==> src/rtl/truth_table_scanner_pkg.sv <==
// Shared definitions for the truth-table scanner: FSM state encoding and
// the table-width helper used to size the capture register.
package truth_table_scanner_pkg;

    typedef enum logic [1:0] {
        ST_IDLE   = 2'd0,
        ST_SETTLE = 2'd1,
        ST_SAMPLE = 2'd2,
        ST_DONE   = 2'd3
    } state_t;

    // Number of truth-table entries for a block with n inputs.
    function automatic int tbl_w(input int n);
        return 2 ** n;
    endfunction

endpackage

==> src/rtl/truth_table_scanner_popcount.sv <==
// Purely combinational population count, used to report how many
// truth-table entries differ from the golden pattern.
module truth_table_scanner_popcount #(
    parameter int W = 16
) (
    input  logic [W-1:0]       bits,
    output logic [$clog2(W):0] count
);

    // Add up the set bits one at a time; the width holds the all-ones case.
    always_comb begin
        count = '0;
        for (int i = 0; i < W; i++) begin
            count = count + ($clog2(W) + 1)'(bits[i]);
        end
    end

endmodule

==> src/rtl/truth_table_scanner.sv <==
// Exhaustive stimulus/capture stage for a small combinational block.
// Walks stim through every input vector, holds each for SETTLE cycles,
// samples dut_out into table_q and, at the end of the sweep, compares the
// captured table against the golden pattern.
module truth_table_scanner
    import truth_table_scanner_pkg::*;
#(
    parameter int N_IN   = 4,
    parameter int SETTLE = 2
) (
    input  logic                      clk,
    input  logic                      rst,
    input  logic                      start,
    input  logic                      dut_out,
    input  logic [tbl_w(N_IN)-1:0]    expected,
    output logic [N_IN-1:0]           stim,
    output logic                      busy,
    output logic                      done,
    output logic [tbl_w(N_IN)-1:0]    table_q,
    output logic                      match,
    output logic [N_IN:0]             mismatch_cnt
);

    localparam int TBL_W = tbl_w(N_IN);
    // A one-cycle settle still needs a one-bit counter.
    localparam int CNT_W = (SETTLE > 1) ? $clog2(SETTLE) : 1;

    localparam logic [N_IN-1:0]  STIM_MAX  = {N_IN{1'b1}};
    localparam logic [N_IN-1:0]  STIM_ONE  = N_IN'(1);
    localparam logic [CNT_W-1:0] CNT_LAST  = CNT_W'(SETTLE - 1);
    localparam logic [CNT_W-1:0] CNT_ONE   = CNT_W'(1);

    state_t              state, state_n;
    logic [CNT_W-1:0]    cnt, cnt_n;
    logic [N_IN-1:0]     stim_n;
    logic [TBL_W-1:0]    table_n;
    logic [TBL_W-1:0]    table_smp;
    logic                match_n;
    logic [N_IN:0]       mismatch_n;
    logic [N_IN:0]       pop_cnt;

    // Table as it would look once the current vector's result is written;
    // the final verdict must include the last sample taken.
    always_comb begin
        table_smp       = table_q;
        table_smp[stim] = dut_out;
    end

    truth_table_scanner_popcount #(
        .W (TBL_W)
    ) u_popcount (
        .bits  (table_smp ^ expected),
        .count (pop_cnt)
    );

    // Next-state logic: sweep sequencing, table capture and verdict latching.
    always_comb begin
        state_n    = state;
        cnt_n      = cnt;
        stim_n     = stim;
        table_n    = table_q;
        match_n    = match;
        mismatch_n = mismatch_cnt;
        case (state)
            ST_IDLE, ST_DONE: begin
                if (start) begin
                    state_n    = ST_SETTLE;
                    cnt_n      = '0;
                    stim_n     = '0;
                    table_n    = '0;
                    match_n    = 1'b0;
                    mismatch_n = '0;
                end
            end
            ST_SETTLE: begin
                if (cnt == CNT_LAST) begin
                    state_n = ST_SAMPLE;
                end else begin
                    cnt_n = cnt + CNT_ONE;
                end
            end
            ST_SAMPLE: begin
                table_n = table_smp;
                if (stim == STIM_MAX) begin
                    state_n    = ST_DONE;
                    match_n    = (table_smp == expected);
                    mismatch_n = pop_cnt;
                end else begin
                    state_n = ST_SETTLE;
                    stim_n  = stim + STIM_ONE;
                    cnt_n   = '0;
                end
            end
            default: state_n = ST_IDLE;
        endcase
    end

    // State and datapath registers; reset overrides everything, even mid-sweep.
    always_ff @(posedge clk) begin
        if (rst) begin
            state        <= ST_IDLE;
            cnt          <= '0;
            stim         <= '0;
            table_q      <= '0;
            match        <= 1'b0;
            mismatch_cnt <= '0;
        end else begin
            state        <= state_n;
            cnt          <= cnt_n;
            stim         <= stim_n;
            table_q      <= table_n;
            match        <= match_n;
            mismatch_cnt <= mismatch_n;
        end
    end

    assign busy = (state == ST_SETTLE) || (state == ST_SAMPLE);
    assign done = (state == ST_DONE);

endmodule

==> config.mk <==
export PLATFORM = sky130hd
export DESIGN_NAME = truth_table_scanner
export DESIGN_NICKNAME = d
export VERILOG_FILES = /design/src/rtl/truth_table_scanner_pkg.sv /design/src/rtl/truth_table_scanner_popcount.sv /design/src/rtl/truth_table_scanner.sv
export SDC_FILE = /design/constraint.sdc
export NUM_CORES = 1
export LEC_CHECK = 0
export CAP_MARGIN = 20
export CORE_UTILIZATION = 55
export CTS_BUF_LIST = sky130_fd_sc_hd__clkbuf_8 sky130_fd_sc_hd__clkbuf_16
export DETAILED_ROUTE_END_ITERATION = 7
export PLACE_DENSITY = 0.85
export SLEW_MARGIN = 0
export SYNTH_ARGS = -nofsm -noshare
export SYNTH_HDL_FRONTEND = slang
export SYNTH_SLANG_ARGS = --single-unit
==> constraint.sdc <==
create_clock -name clk -period 14.05 [get_ports clk]
set_input_delay 2.1075 -clock clk [delete_from_list [all_inputs] [get_ports clk]]
set_output_delay 2.1075 -clock clk [all_outputs]
set_load 0.02 [all_outputs]
### Yosys cells after proc, flatten, opt, wreduce, memory -nomap -nowiden

Cells that the tools add are included.

| word-level totals | value |
|---|---|
| output and inout port bits | 28 |
| register bits after elaboration | 29 |
| input port bits | 20 |

| cells by class | value |
|---|---|
| equal/unequal tests | 9 |
| reduce and logical (&&, ||, !) cells | 10 |
| order comparisons | 2 |
| bitwise logic cells | 1 |
| mux-type cells | 21 |
| $add $sub $neg | 17 |

Operators by type and width:

| operator | count |
|---|---|
| 5-bit by 1-bit adder with 5-bit output | 14 |
| 16-bit case mux with 2 select lines | 1 |
| 16-bit bitwise mux | 1 |
| 16-bit == test | 1 |
| 16-bit two-way mux | 1 |
| 16-bit bitwise XOR | 1 |
| 5-bit two-way mux | 2 |
| 5-bit case mux with 2 select lines | 1 |
| 4-bit two-way mux | 2 |
| 2-bit inequality test (second input constant) | 4 |
| 4-bit case mux with 2 select lines | 1 |
| 2-bit two-way mux | 3 |
| 2-bit case mux with 3 select lines | 1 |
| 2-bit AND reduction | 3 |
| 3-bit AND reduction | 2 |
| 4-bit by 5-bit less-than comparator with 1-bit output (second input constant) | 1 |
| 1-bit two-way mux | 5 |
| 4-bit by 1-bit adder with 4-bit output (second input constant) | 1 |
| 1-bit demux with 4-bit select | 1 |
| 2-bit == test (second input constant) | 2 |
| 4-bit == test (second input constant) | 1 |
| 4-bit by 1-bit >= comparator with 1-bit output (second input constant) | 1 |
| 1-bit case mux with 3 select lines | 1 |
| 1-bit by 1-bit adder with 2-bit output | 1 |
| 8 further kinds | 8 |

### Depth between registers and ports, before layout

Gate-level depths: netlist of run 1.

| depth | value |
|---|---|
| depth in word-level cells | 23 |
| depth in mapped cells | 18 |

### Modules after synthesis

Synthesis of run 1 repeated with hierarchy kept, for this count alone.

| second synthesis, totals | value |
|---|---|
| cells, all modules | 264 |
| area, all modules | 2232.1 um^2 |

By module, submodules not included:

| module | cells an instance | instances | area each (um^2) | seq. area each (um^2) |
|---|---|---|---|---|
| truth_table_scanner | 217 | 1 | 1824.2 | 580.6 |
| truth_table_scanner_popcount | 47 | 1 | 407.9 | 0.0 |

### Worst setup path after synthesis of run 1

OpenSTA, ideal clock, no wires.

| timing | value |
|---|---|
| path type | input-to-reg |
| start point | input dut_out |
| end point | register mismatch_cnt[1] |
| setup slack | 7669 ps |
| arrival | 6254 ps |
| path buffers | 2 |
| cell stages on the path | 15 |
| path through | buf_2 -> clkbuf_1 -> mux2i_1 -> xnor2_1 -> ha_1 -> fa_1 -> fa_1 -> fa_1 -> inv_1 -> fa_1 -> fa_1 -> inv_1 -> fa_1 -> a22oi_1 -> nor2_1 |

| on the way | value |
|---|---|
| longest elaborated chain between the ends | 19 |

RTL lines:

| what | line | source |
|---|---|---|
| start: declaration | truth_table_scanner.sv:14 | `input logic dut_out,` |
| 16-bit bitwise mux * | truth_table_scanner.sv:46 | `table_smp[stim] = dut_out;` |
| 16-bit bitwise XOR * | truth_table_scanner.sv:52 | `.bits (table_smp ^ expected),` |
| 1-bit by 1-bit adder with 2-bit output | truth_table_scanner_popcount.sv:14 | `count = count + ($clog2(W) + 1)'(bits[i]);` |
| 5-bit by 1-bit adder with 5-bit output (13 in a row) | truth_table_scanner_popcount.sv:14 |  |
| 5-bit by 1-bit adder with 5-bit output * | truth_table_scanner_popcount.sv:14 |  |
| 5-bit two-way mux * | truth_table_scanner.sv:84 | `if (stim == STIM_MAX) begin` |
| 5-bit case mux with 2 select lines * | truth_table_scanner.sv:64 | `case (state)` |
| end signal: assignment | truth_table_scanner.sv:113 | `mismatch_cnt <= mismatch_n;` |
| end: declaration | truth_table_scanner.sv:21 | `output logic [N_IN:0] mismatch_cnt` |

Mark *: on every way between the ends. The rest lies on a longest branch, timed or not. The select of a mux whose other input is x is not followed.
A chain may end at the register's enable or synchronous reset.

### Final worst setup path of run 1

Ends and elaborated chain as after synthesis.

==> run_results.csv, run 1 <==
group,metric,value,unit
timing,final.period_utilization,48.42,%
die,io_pins,48,
cts,ctsHtreeMaxLevel,2,
timing,final.setup_skew,0.008309,ns
pwr,max-vdd-ir-drop,0.08343,mV
logic_synthesis,netlist.top_cell.by_area,"sky130_fd_sc_hd__dfxtp_1",
logic_synthesis,post_synth_num_cell_types,37,
logic_synthesis,ys.warnings.count,0,
cts,clock_tree_from_tritoncts,"done",
logic_synthesis,synth_most_common_cell,"sky130_fd_sc_hd__dfxtp_1",
logic_synthesis,synth.area.top_cells,"sky130_fd_sc_hd__dfxtp_1, sky130_fd_sc_hd__fa_1, sky130_fd_sc_hd__ha_1, sky130_fd_sc_hd__mux2i_1, sky130_fd_sc_hd__xnor2_1",
routing,wl_per_cell,15.08,µm
die,fp.dieH,64.43,µm
routing,topRoutingLayerUsed,"met4",
logic_synthesis,number_of_enable_type_register_cells_in_the_synthesized_netlist,0,
worst_hold_path,hold_path.startpoint,"table_q[5]$_SDFFE_PP0P_",
timing,hold_viol,0,
status,outcome,"finished clean",
routing,drt-total-wl,5.187,mm
cells_and_area,final_layout_size_suffix_gt1_share,3.041,%
worst_hold_path,hold_path_depth,2,
routing,detail_route.wirelength.met1,2.129,mm
worst_hold_path,min_path_type,"flip-flop to flip-flop",
placement,gpl.final_weighted_congestion,0.8547,
logic_synthesis,asyncSetResetFlopFracSynth,0,%
die,rows,22,
placement,dpl_worst_slack,7.011,ns
cts,number_of_gates_resized_after_cts,0,
routing,drtPass1Iterations,4,
timing,final.setup.worst_slack,7.247,ns
logic_synthesis,postSynthNetCount,298,
placement,port_buffers,47,
routing,avgViaCountPerCell,5.648,
timing,timing.final.max_slew_violations,0,
global_routing,grt_pass1_vias,1913,
cts,cts_max_path_buffers,2,
global_routing,wire_length_of_the_first_global_routing_pass,8.735,mm
cts,cts-root-buf,"sky130_fd_sc_hd__clkbuf_8",
global_routing,grt_antenna_before_repair,0,
die,starting_density_of_the_core,58.11,%
logic_synthesis,synth-seq-cells,29,
logic_synthesis,synth.cell_area,2143,µm²
worst_setup_path,critical_path_class,"primary input to flip-flop",
logic_synthesis,synth_top_area_share,27.09,%
pwr,powerDensity,97.75,nW/µm²
worst_setup_path,worst_r2r_startpoint,"stim[2]$_SDFFE_PP0P_",
cells_and_area,final.fill_count,295,
die,dieWidth,64.43,µm
logic_synthesis,synth_flop_cell,"sky130_fd_sc_hd__dfxtp_1",
placement,dp_hpwl,3.700,mm
timing,timing.max_slew.rel_slack,57.75,%
routing,wl_met3,375,µm
worst_hold_path,min_delay_worst_endpoint,"table_q[5]$_SDFFE_PP0P_",
routing,dr.first_iter.drc_count,199,
worst_setup_path,cp-start-kind,"primary input",
cts,clock_insertion_delay_worst_skew,0.29,ns
run,maxCapViolations,0,
logic_synthesis,synth.avg_cell_area,8.472,µm²
timing,max_freq,147.0,MHz
cts,cts_hold_buf,0,
cts,cts.sinks,29,
routing,drc,0,
worst_setup_path,cp.arrival,6.96,ns
cts,cts_inserted_buffers,5,
cells_and_area,n_antenna_cell,0,
cells_and_area,syn_to_final_growth,28.08,%
pwr,leakagePower,0.001093,µW
global_routing,largest_net_degree_at_the_start_of_global_routing,30,
timing,report.final.setup_viol,0,
timing,timing.setup.tns,0,ns
routing,met2_wirelength,2.530,mm
worst_setup_path,required,14.21,ns
worst_setup_path,regToRegEndpoint,"mismatch_cnt[1]$_SDFFE_PP0P_",
cells_and_area,finish.net_count,340,
timing,grt_setup_unrepaired,"false",
global_routing,grt-ovfl-total,0,
global_routing,track_usage,27.81,%
logic_synthesis,netlist_top_cells_count,"sky130_fd_sc_hd__dfxtp_1, sky130_fd_sc_hd__nand2_1, sky130_fd_sc_hd__nor2_1",
logic_synthesis,yosysSeqAreaShare,27.09,%
worst_setup_path,r2r_cells,15,
routing,detailroute.via_count,1943,
routing,postRouteAntennaNets,0,
worst_setup_path,worstPathMaxFanout,17,
worst_setup_path,crit_path_end_kind,"flip-flop",
cts,clk_transition_reported_paths,0.06,ns
timing,period_needed,6.803,ns
worst_setup_path,timing.reg2reg.setup_slack,8.92,ns
timing,worstMarginPinSlew,0.6271,ns
logic_synthesis,post_synth_inst_count,253,
die,dieArea,4151,µm²
cts,postCtsSetupRepairBufs,0,
die,core_region_area,3689,µm²
## flip-flops by register name, indices dropped and copies added, names as in the netlist
signal,flops
mismatch_cnt,5
state,2
stim,4
match,1
table_q,16
cnt,1
## through the flow
step	power, µW	cells	cell area, µm²	util, %	hold slack, ns
after global routing	287.6	344	2745	74.42	0.5006
final	268.3	344	2745	74.42	0.4773
after global placement	171.1	336	2629	71.27	0.4633
after detailed placement	177.7	336	2629	71.27	0.4678
after CTS	269.2	344	2745	74.42	0.4808
after floorplan	153.9	253	2143	-	0.4870
## power by group
part | switching, µW | internal, µW
clock network | 32.5 | 57.0
logic | 52.7 | 41.7
registers | 1.18 | 83.3
## metal layers
layer	track usage, %	vias to the layer above
met5	0	-
met4	13.61	0
met3	6.514	16
met2	43.82	83
met1	35.67	906
li1	-	938
## worst max-delay path, cell delays in order
cell and delay (ns):
sky130_fd_sc_hd__clkdlybuf4s50_1 0.83, sky130_fd_sc_hd__mux2i_1 0.17, sky130_fd_sc_hd__xnor2_1 0.25, sky130_fd_sc_hd__ha_1 0.29, sky130_fd_sc_hd__fa_1 0.55, sky130_fd_sc_hd__fa_1 0.44
sky130_fd_sc_hd__fa_1 0.55, sky130_fd_sc_hd__inv_1 0.06, sky130_fd_sc_hd__fa_1 0.50, sky130_fd_sc_hd__fa_1 0.44, sky130_fd_sc_hd__inv_1 0.11, sky130_fd_sc_hd__fa_1 0.42
sky130_fd_sc_hd__a22oi_1 0.18, sky130_fd_sc_hd__nor2_1 0.06
## layout make-up
type	instances	area [µm²]	share of cell area (%)
tap	48	60.06	2.188
clock inverter	2	33.78	1.231
sequential	29	580.6	21.15
timing repair buffer	48	478.0	17.41
multi-input combinational	193	1443	52.55
inverter	18	67.56	2.461
clock buffer	6	82.58	3.008
## cells by family (layout without fill, tap and decap cells)
family / Yosys count / after routing / synth area share [%]
buf+inv: 31 / 74 / 5.603
mux: 17 / 17 / 7.939
flops: 29 / 29 / 27.09
xor+xnor: 20 / 20 / 8.173
fa+ha+maj: 25 / 25 / 18.10
compound gates: 52 / 52 / 14.89
simple gates: 79 / 79 / 18.21
## worst max path at each step
stage | from | endpoint | slack, ns | cells past startpoint
floorplan | dut_out | mismatch_cnt[1]$_SDFFE_PP0P_ | 7.67 | 15
global placement | dut_out | mismatch_cnt[1]$_SDFFE_PP0P_ | 7.12 | 14
detailed placement | dut_out | mismatch_cnt[1]$_SDFFE_PP0P_ | 7.01 | 14
CTS | dut_out | mismatch_cnt[1]$_SDFFE_PP0P_ | 7.26 | 14
global route | dut_out | mismatch_cnt[1]$_SDFFE_PP0P_ | 7.06 | 14
finish | dut_out | mismatch_cnt[1]$_SDFFE_PP0P_ | 7.25 | 14
## cells in the final DEF, fill, tap and decap left out, types with 2 or more instances in the layout
cell type	instances
sky130_fd_sc_hd__a32oi_1	3
sky130_fd_sc_hd__mux2i_1	17
sky130_fd_sc_hd__nor2_1	20
sky130_fd_sc_hd__xnor2_1	12
sky130_fd_sc_hd__a21oi_1	17
sky130_fd_sc_hd__nand3_1	5
sky130_fd_sc_hd__clkbuf_8	6
sky130_fd_sc_hd__dfxtp_1	29
sky130_fd_sc_hd__and2_1	4
sky130_fd_sc_hd__nand4b_1	2
sky130_fd_sc_hd__ha_1	15
sky130_fd_sc_hd__inv_1	19
sky130_fd_sc_hd__clkdlybuf4s50_1	47
sky130_fd_sc_hd__o21ai_0	15
sky130_fd_sc_hd__a21o_1	3
sky130_fd_sc_hd__xor2_1	8
sky130_fd_sc_hd__and3_1	5
sky130_fd_sc_hd__nand2_1	27
sky130_fd_sc_hd__nor3_1	2
sky130_fd_sc_hd__and3b_1	5
sky130_fd_sc_hd__fa_1	10
sky130_fd_sc_hd__a22oi_1	7
sky130_fd_sc_hd__nand2b_1	3
(Power assumes the default switching activity.)
==> run 2, diff against run 1 <==
- CORE_UTILIZATION: 55 -> 51
- PLACE_DENSITY: 0.85 -> 0.8
- clock period: 14.05 -> 6.9 ns (I/O delays scaled with it)
==> run 2 against run 1 <==
Effect of this change: power rose by 110%; sequential power rose by 100%; non-clock buffer count rose by 1; final cell count rose by 0.87%; critical path type unchanged; critical endpoint unchanged.
==> run_results.csv, run 2 (synthesis gave the netlist of run 1 again) <==
group,metric,value,unit
placement,post_dp_cell_area,2639,µm²
pwr,p_comb_share,34.5,%
die,starting_density_of_the_core,53.20,%
die,io_pins,48,
cts,number_of_gates_resized_after_cts,0,
worst_setup_path,cp.depth,14,
pwr,max-vdd-ir-drop,0.1414,mV
cts,postCtsSetupRepairBufs,0,
cells_and_area,finish.net_count,341,
timing,grt_setup_unrepaired,"false",
routing,wl_per_cell,15.28,µm
global_routing,grt-ovfl-total,0,
routing,detailroute.via_count,1950,
pwr,leakagePower,0.001092,µW
worst_setup_path,path_delay_family,"adder cells",
placement,port_buffers,47,
pwr,power_frac_clock,34.3,%
cts,clock_tree_from_tritoncts,"done",
worst_setup_path,cp-start-kind,"primary input",
worst_setup_path,worstPathBufferInverterCount,3,
cts,cts_inserted_buffers,5,
routing,avgViaCountPerCell,5.620,
timing,timing.setup.tns,0,ns
cts,cts_hold_buf,0,
placement,gpl.final_weighted_congestion,0.8392,
worst_setup_path,cp.arrival,5.67,ns
worst_setup_path,crit_path_end,"mismatch_cnt[1]$_SDFFE_PP0P_",
cells_and_area,final_cell_count_no_fill,347,
pwr,netSwitchingFraction,32.55,%
cells_and_area,syn_to_final_growth,28.72,%
die,fp.dieH,66.83,µm
timing,worstMarginPinSlew,0.7381,ns
pwr,power_after_layout,550.9,µW
cells_and_area,n_antenna_cell,0,
pwr,power.switching,179.3,µW
cts,cts_max_path_buffers,2,
status,outcome,"finished clean",
worst_hold_path,min_path_type,"flip-flop to flip-flop",
routing,drt-total-wl,5.301,mm
cells_and_area,number_of_flip_flops_in_the_largest_register,16,
cells_and_area,final_layout_size_suffix_gt1_share,3.704,%
worst_setup_path,crit_path_end_kind,"flip-flop",
timing,timing.max_slew.rel_slack,50.27,%
timing,hold-worst-slack,0.4750,ns
worst_setup_path,critical-path-slowest-cell,"sky130_fd_sc_hd__clkdlybuf4s50_1",
timing,final.setup_skew,0.01078,ns
timing,max_freq,182.0,MHz
cells_and_area,fin_area,2759,µm²
worst_setup_path,path_cells,"clkdlybuf4s50_1, mux2i_1, xnor2_1, ha_1, fa_1, fa_1, fa_1, inv_1, fa_1, fa_1, inv_1, fa_1, a22oi_1, nor2_1",
global_routing,track_usage,25.62,%
cells_and_area,top_register_by_number_of_flip_flops,"table_q",
worst_setup_path,r2r_cells,15,
timing,report.final.setup_viol,0,
timing,final.period_utilization,79.65,%
routing,dr.first_iter.drc_count,138,
cells_and_area,multi_input_comb_area,1443,µm²
cells_and_area,final.fill_count,329,
worst_setup_path,largest_incremental_delay_on_the_critical_path,0.66,ns
global_routing,grt_pass1_vias,1769,
placement,dp_hpwl,3.892,mm
cells_and_area,layout.area.seq,580.6,µm²
timing,hold_viol,0,
global_routing,largest_net_degree_at_the_start_of_global_routing,30,
cts,clock_insertion_delay_worst_skew,0.29,ns
worst_setup_path,timing.critical_path.from,"dut_out",
routing,drc,0,
timing,timing.final.max_slew_violations,0,
global_routing,wire_length_of_the_first_global_routing_pass,8.266,mm
cells_and_area,most-common-layout-cells,"sky130_fd_sc_hd__clkdlybuf4s50_1, sky130_fd_sc_hd__dfxtp_1, sky130_fd_sc_hd__nand2_1",
die,dieArea,4466,µm²
pwr,powerDensity,199.7,nW/µm²
cells_and_area,final_common_cell,"sky130_fd_sc_hd__clkdlybuf4s50_1",
cts,cts.sinks,29,
cts,clk_transition_reported_paths,0.06,ns
global_routing,grt_antenna_before_repair,0,
worst_setup_path,worstPathMaxFanout,8,
worst_setup_path,critical_path_class,"primary input to flip-flop",
worst_setup_path,regToRegEndpoint,"mismatch_cnt[1]$_SDFFE_PP0P_",
cells_and_area,top_regs,"table_q x16, mismatch_cnt x5, stim x4",
cts,cts-root-buf,"sky130_fd_sc_hd__clkbuf_8",
worst_setup_path,worst_r2r_startpoint,"stim[2]$_SDFFE_PP0P_",
routing,postRouteAntennaNets,0,
die,rows,23,
worst_setup_path,timing.reg2reg.setup_slack,1.76,ns
run,maxCapViolations,0,
worst_setup_path,critical_path.most_common_cell,"sky130_fd_sc_hd__fa_1",
timing,period_needed,5.496,ns
placement,placed_cells,339,
pwr,p_int,371.6,µW
die,core_region_area,4029,µm²
routing,drtPass1Iterations,7,
cts,ctsHtreeMaxLevel,2,
worst_setup_path,required,7.07,ns
pwr,power_frac_seq,31.2,%
die,dieWidth,66.83,µm
## run 2: tightest hold or removal path, cell delays in order, from the launching register on
cell                      delay, ns
sky130_fd_sc_hd__dfxtp_1       0.32
sky130_fd_sc_hd__nand2_1       0.06
sky130_fd_sc_hd__a21oi_1       0.05
## run 2: worst min-delay path by stage
stage | from | endpoint | slack [ns] | depth (start not counted)
final | table_q[7]$_SDFFE_PP0P_ | table_q[7]$_SDFFE_PP0P_ | 0.48 | 2
after global routing | table_q[8]$_SDFFE_PP0P_ | table_q[8]$_SDFFE_PP0P_ | 0.52 | 2
after CTS | table_q[3]$_SDFFE_PP0P_ | table_q[3]$_SDFFE_PP0P_ | 0.47 | 2
after detailed placement | table_q[3]$_SDFFE_PP0P_ | table_q[3]$_SDFFE_PP0P_ | 0.46 | 2
after global placement | table_q[3]$_SDFFE_PP0P_ | table_q[3]$_SDFFE_PP0P_ | 0.46 | 2
after floorplan | cnt$_SDFFE_PP0P_ | cnt$_SDFFE_PP0P_ | 0.49 | 2
## run 2: stage by stage
step	setup WS, ns	utilization (%)
final	1.404	68.48
after global routing	1.163	68.48
after CTS	1.415	68.48
after detailed placement	1.132	65.50
after global placement	1.273	65.50
after floorplan	1.591	-
## run 2: layout make-up
class                      count  share of cell area (%)
sequential                    29                   21.04
clock inverter                 2                   1.361
tap                           50                   2.268
inverter                      18                   2.449
multi-input combinational    193                   52.29
timing repair buffer          49                   17.60
clock buffer                   6                   2.993
## run 2: layer usage
layer,routed length (µm),global-route usage (%)
met4,144,13.30
met2,2441,40.66
met5,0,0
met1,2346,32.25
met3,368,5.479
## run 2: power groups by stage
| stage | Sequential (µW) | Clock, µW | Combinational (µW) |
|---|---|---|---|
| after floorplan | 175 | 0 | 138 |
| after global placement | 176 | 0 | 175 |
| after detailed placement | 176 | 0 | 188 |
| after CTS | 172 | 191 | 190 |
| after global routing | 172 | 198 | 213 |
| final | 172 | 189 | 190 |
